## src/rtl/frame_sequencer.sv

```systemverilog
// Frame sequencer: divides clk to the frame-step rate and runs the 8-step L/S/E schedule.
// Define FS_EXT_TICK_EN to drop the prescaler and step on the external tickExt input.
module frame_sequencer #(
   parameter int unsigned DIVISOR = 8192
) (
   input  logic       clk,
   input  logic       rstN,
   input  logic       enable,
   input  logic       divReset,
`ifdef FS_EXT_TICK_EN
   input  logic       tickExt,
`endif
   output logic       frameTick,
   output logic       lengthTick,
   output logic       sweepTick,
   output logic       envTick,
   output logic [2:0] step
);

   if (DIVISOR < 2) begin : g_divisor_check
      $error("frame_sequencer: DIVISOR must be >= 2");
   end

   logic       tick;
   logic [2:0] step_q;
   logic       frame_q;
   logic       length_q;
   logic       sweep_q;
   logic       env_q;

`ifdef FS_EXT_TICK_EN
   logic unused_div_reset;
   assign unused_div_reset = divReset;
   assign tick             = enable & tickExt;
`else
   localparam int unsigned PW = $clog2(DIVISOR);
   localparam logic [PW-1:0] Reload = PW'(DIVISOR - 1);

   logic [PW-1:0] presc_q;

   // A divider write in the terminal cycle wins: that tick is lost.
   assign tick = enable & ~divReset & (presc_q == '0);

   always_ff @(posedge clk) begin
      if (!rstN) begin
         presc_q <= Reload;
      end else if (!enable || divReset || (presc_q == '0)) begin
         presc_q <= Reload;
      end else begin
         presc_q <= presc_q - 1'b1;
      end
   end
`endif

   // Pulses are decoded from the step being executed, one cycle after its tick.
   always_ff @(posedge clk) begin
      if (!rstN || !enable) begin
         step_q   <= 3'd0;
         frame_q  <= 1'b0;
         length_q <= 1'b0;
         sweep_q  <= 1'b0;
         env_q    <= 1'b0;
      end else begin
         frame_q  <= tick;
         length_q <= tick & ~step_q[0];
         sweep_q  <= tick & (step_q[1:0] == 2'b10);
         env_q    <= tick & (step_q == 3'd7);
         if (tick) begin
            step_q <= step_q + 3'd1;
         end
      end
   end

   assign frameTick  = frame_q;
   assign lengthTick = length_q;
   assign sweepTick  = sweep_q;
   assign envTick    = env_q;
   assign step       = step_q;

endmodule

```

## config.mk

```make
export PLATFORM = sky130hd
export DESIGN_NAME = frame_sequencer
export DESIGN_NICKNAME = d
export VERILOG_FILES = /design/src/rtl/frame_sequencer.sv
export SDC_FILE = /design/constraint.sdc
export NUM_CORES = 1
export LEC_CHECK = 0
export CAP_MARGIN = 20
export CORE_MARGIN = 2
export CORE_UTILIZATION = 57
export CTS_CLUSTER_DIAMETER = 80
export DETAILED_ROUTE_END_ITERATION = 6
export PLACE_DENSITY = 0.9
export RECOVER_POWER = 25
export SLEW_MARGIN = 30
export SYNTH_ARGS = -nofsm -noshare
export SYNTH_HDL_FRONTEND = slang
export SYNTH_SLANG_ARGS = --single-unit
```

## constraint.sdc

```tcl
create_clock -name clk -period 5.1 [get_ports clk]
set_input_delay 1.02 -clock clk [delete_from_list [all_inputs] [get_ports clk]]
set_output_delay 1.02 -clock clk [all_outputs]
set_load 0.03 [all_outputs]
```

==> out/metrics.yaml <==
clock_network:
  worstSkewPairLatency_ns: 0.30
  cts.repair.resized: 0
  cts_root_buf: "clkbuf_4"
  post_cts.repair.setup_buffers: 0
  cts_tree: "built"
  cts.path.max_buffers: 2
  cts_made_buffers: 3
  path_clk_slew_ns: 0.11
  hold_buffers: 0
  cts_sinks: 20
  htreeDepth: 1
floorplan:
  rows: 14
  ios: 11
  die_area_sq_mm: 0.00198
  die_y_um: 44.5
  die_w_um: 44.5
  start_util_pct: 61.5
  design.core.area_sq_mm: 0.00152
sta:
  fmax_ghz: 0.412
  period_needed_ns: 2.43
  finalSetupViolations: 0
  slew_viol_final: 0
  max-slew-margin-rel_pct: 56.9
  finalSetupTns_ns: 0
  fin_crit_sh_pct: 47.6
  finalHoldViolations: 0
  max_slew.worst_pin.slew_ns: 0.638
  hold_ws_ns: 0.451
  fin_worst_skew_ns: 0.00540
  rsz0062_at_grt: "false"
critical_path:
  r2r_cells: 5
  cp_top_family: "buffers and inverters"
  worst_setup_path_start_kind: "flop"
  slowest_stage: "clkdlybuf4s50_1"
  crit_path_end_kind: "output port"
  critPathBufInv: 1
  crit_cells: 1
  crit_path_max_incr_delay_ns: 0.70
  cp_data_required_time_ns: 4.08
  crit_type: "flop to output port"
  cp_cell_sequence: "clkdlybuf4s50_1"
  arrival_ns: 1.41
  cp_max_fo: 4
flow_run:
  drv_cap: 0
logic_synthesis:
  synthCells: 97
  synth_nets: 105
  synth-edff-count: 0
  syn_avg_cell_area_sq_um: 9.66
  synth_flop_cell: "dfxtp_1"
  ys_ff_latch: 20
  ys_warn_count: 0
  yosysSeqAreaShare_pct: 42.7
  netlist_area_sq_um: 937
  async_reset_ff_share_pct: 0
  synth_cell_type_count: 33
grt:
  antenna_found_initial: 0
  grt_pass1_wl_um: 3060
  overflow: 0
  grt_util_met2_pct: 33.3
  grt_use_met3_pct: 4.90
  grt_pass1_vias: 721
  gr-max-usage-layer: "met2"
  grt_max_degree: 12
  grt_use_met1_pct: 27.1
  gr-usage-all-layers_pct: 21.0
power:
  p_clk_share_pct: 35.8
  power_density_mw_per_mm2: 240
  seqPwrFrac_pct: 61.3
  p_switching_w: 0.0000529
  irDropWorstVdd_mv: 0.143
  switching_share_pct: 20.6
  internal_power_w: 0.000203
  p_leak_nw: 0.380
  comb_power_share_pct: 2.9
route:
  drc: 0
  vias: 765
  avgViaCountPerCell: 6.22
  drt_iter0_drc: 23
  wl_per_cell_um: 14.5
  drt_wl_total_um: 1790
  first_pass_iters: 4
  ant_nets: 0
run_status:
  outcome: "finished, final reports clean"
placement:
  hpwl_um: 1240
  port_buffers: 10
  dpl_cell_area_sq_mm: 0.00103
  gp_congestion: 0.762
cells_and_area:
  layout_commonest_cell: "dfxtp_1"
  design_area_sq_mm: 0.00107
  drive_gt1_share_pct: 11.2
  n_antenna_cell: 0
  nNetsFinal: 116
  final_cell_mix: "20 x dfxtp_1, 10 x nand3_1, 9 x clkdlybuf4s50_1, 5 x inv_1, 5 x nand2_1"
  area_growth_pct: 14.2
worst_hold_path:
  hold_class: "flop to flop"
  holdPathStages: 1
per-stage QoR:
stage / cells / setup WS [ns] / utilization, % / power (W)
6_report: 123 / 2.67 / 70.2 / 0.000256
3_5_place_dp: 119 / 2.52 / 67.8 / 0.000168
2_1_floorplan: 97 / 3.09 / - / 0.000164
4_1_cts: 123 / 2.67 / 70.2 / 0.000257
5_1_grt: 123 / 2.64 / 70.2 / 0.000263
3_3_place_gp: 119 / 2.65 / 67.8 / 0.000168
state kept, by name (all words and copies together) (netlist names):
name,count
presc_q,13
step,3
envTick,1
frameTick,1
lengthTick,1
sweepTick,1
routing by layer:
metal | wire length [um] | vias up
met5 | 0 | -
met4 | 37 | 0
met3 | 63 | 5
met2 | 872 | 14
met1 | 815 | 359
li1 | - | 387
power groups by stage:
stage | Clock, W | Combinational [W] | Sequential [W]
3_5_place_dp | 0 | 0.00000756 | 0.000161
4_1_cts | 0.0000921 | 0.00000759 | 0.000157
5_1_grt | 0.0000973 | 0.00000823 | 0.000157
6_report | 0.0000916 | 0.00000756 | 0.000157
2_1_floorplan | 0 | 0.00000362 | 0.000160
3_3_place_gp | 0 | 0.00000730 | 0.000161
cells in the mapped netlist (2+ instances only):
library cell	n	share of area (%)
o31ai_1	3	2.4
nand2_1	5	2.0
or4_1	3	2.4
nor2_1	2	0.80
o41ai_1	2	1.9
or2_2	2	1.3
nor4b_1	2	1.9
or3_1	4	2.7
ha_1	4	5.3
o21ai_0	4	2.1
o211ai_1	2	1.6
nand3_1	10	5.3
nor3_1	3	1.6
xnor2_1	2	1.9
dfxtp_1	20	43
and3_1	2	1.3
clkbuf_1	2	0.80
nand3b_1	2	1.6
nor4_1	3	2.0
mux2i_1	3	3.2
inv_1	5	2.0
path summary, 6_finish.rpt:
kind,start,endpoint,slack (ns)
worst min register to register,presc_q[0],presc_q[0],0.45
worst max-delay path,step[1],step[1],2.67
worst max register to register,presc_q[0],presc_q[11],3.20
worst min-delay path,presc_q[0],presc_q[0],0.45
logic make-up (layout without fill, tap and decap cells):
kind of cell,after synthesis,count (layout),synth area share [%]
AND/OR/NAND/NOR,46,46,31.9
XOR/XNOR,2,2,1.87
adder cells (fa/ha/maj),4,4,5.34
AO/OA/AOI/OAI,13,13,10.4
buffers and inverters,9,19,4.54
flip-flops,20,20,42.7
multiplexers,3,3,3.20
area by class of cell:
type / instances / area [sq um]
clock buffers: 4 / 36.3
repair buffers: 10 / 100
well taps: 16 / 20.0
inverters: 5 / 18.8
flip-flops and latches: 20 / 400
fillers: 112 / 454
multi-input cells: 68 / 494
(Power assumes the default switching activity.)
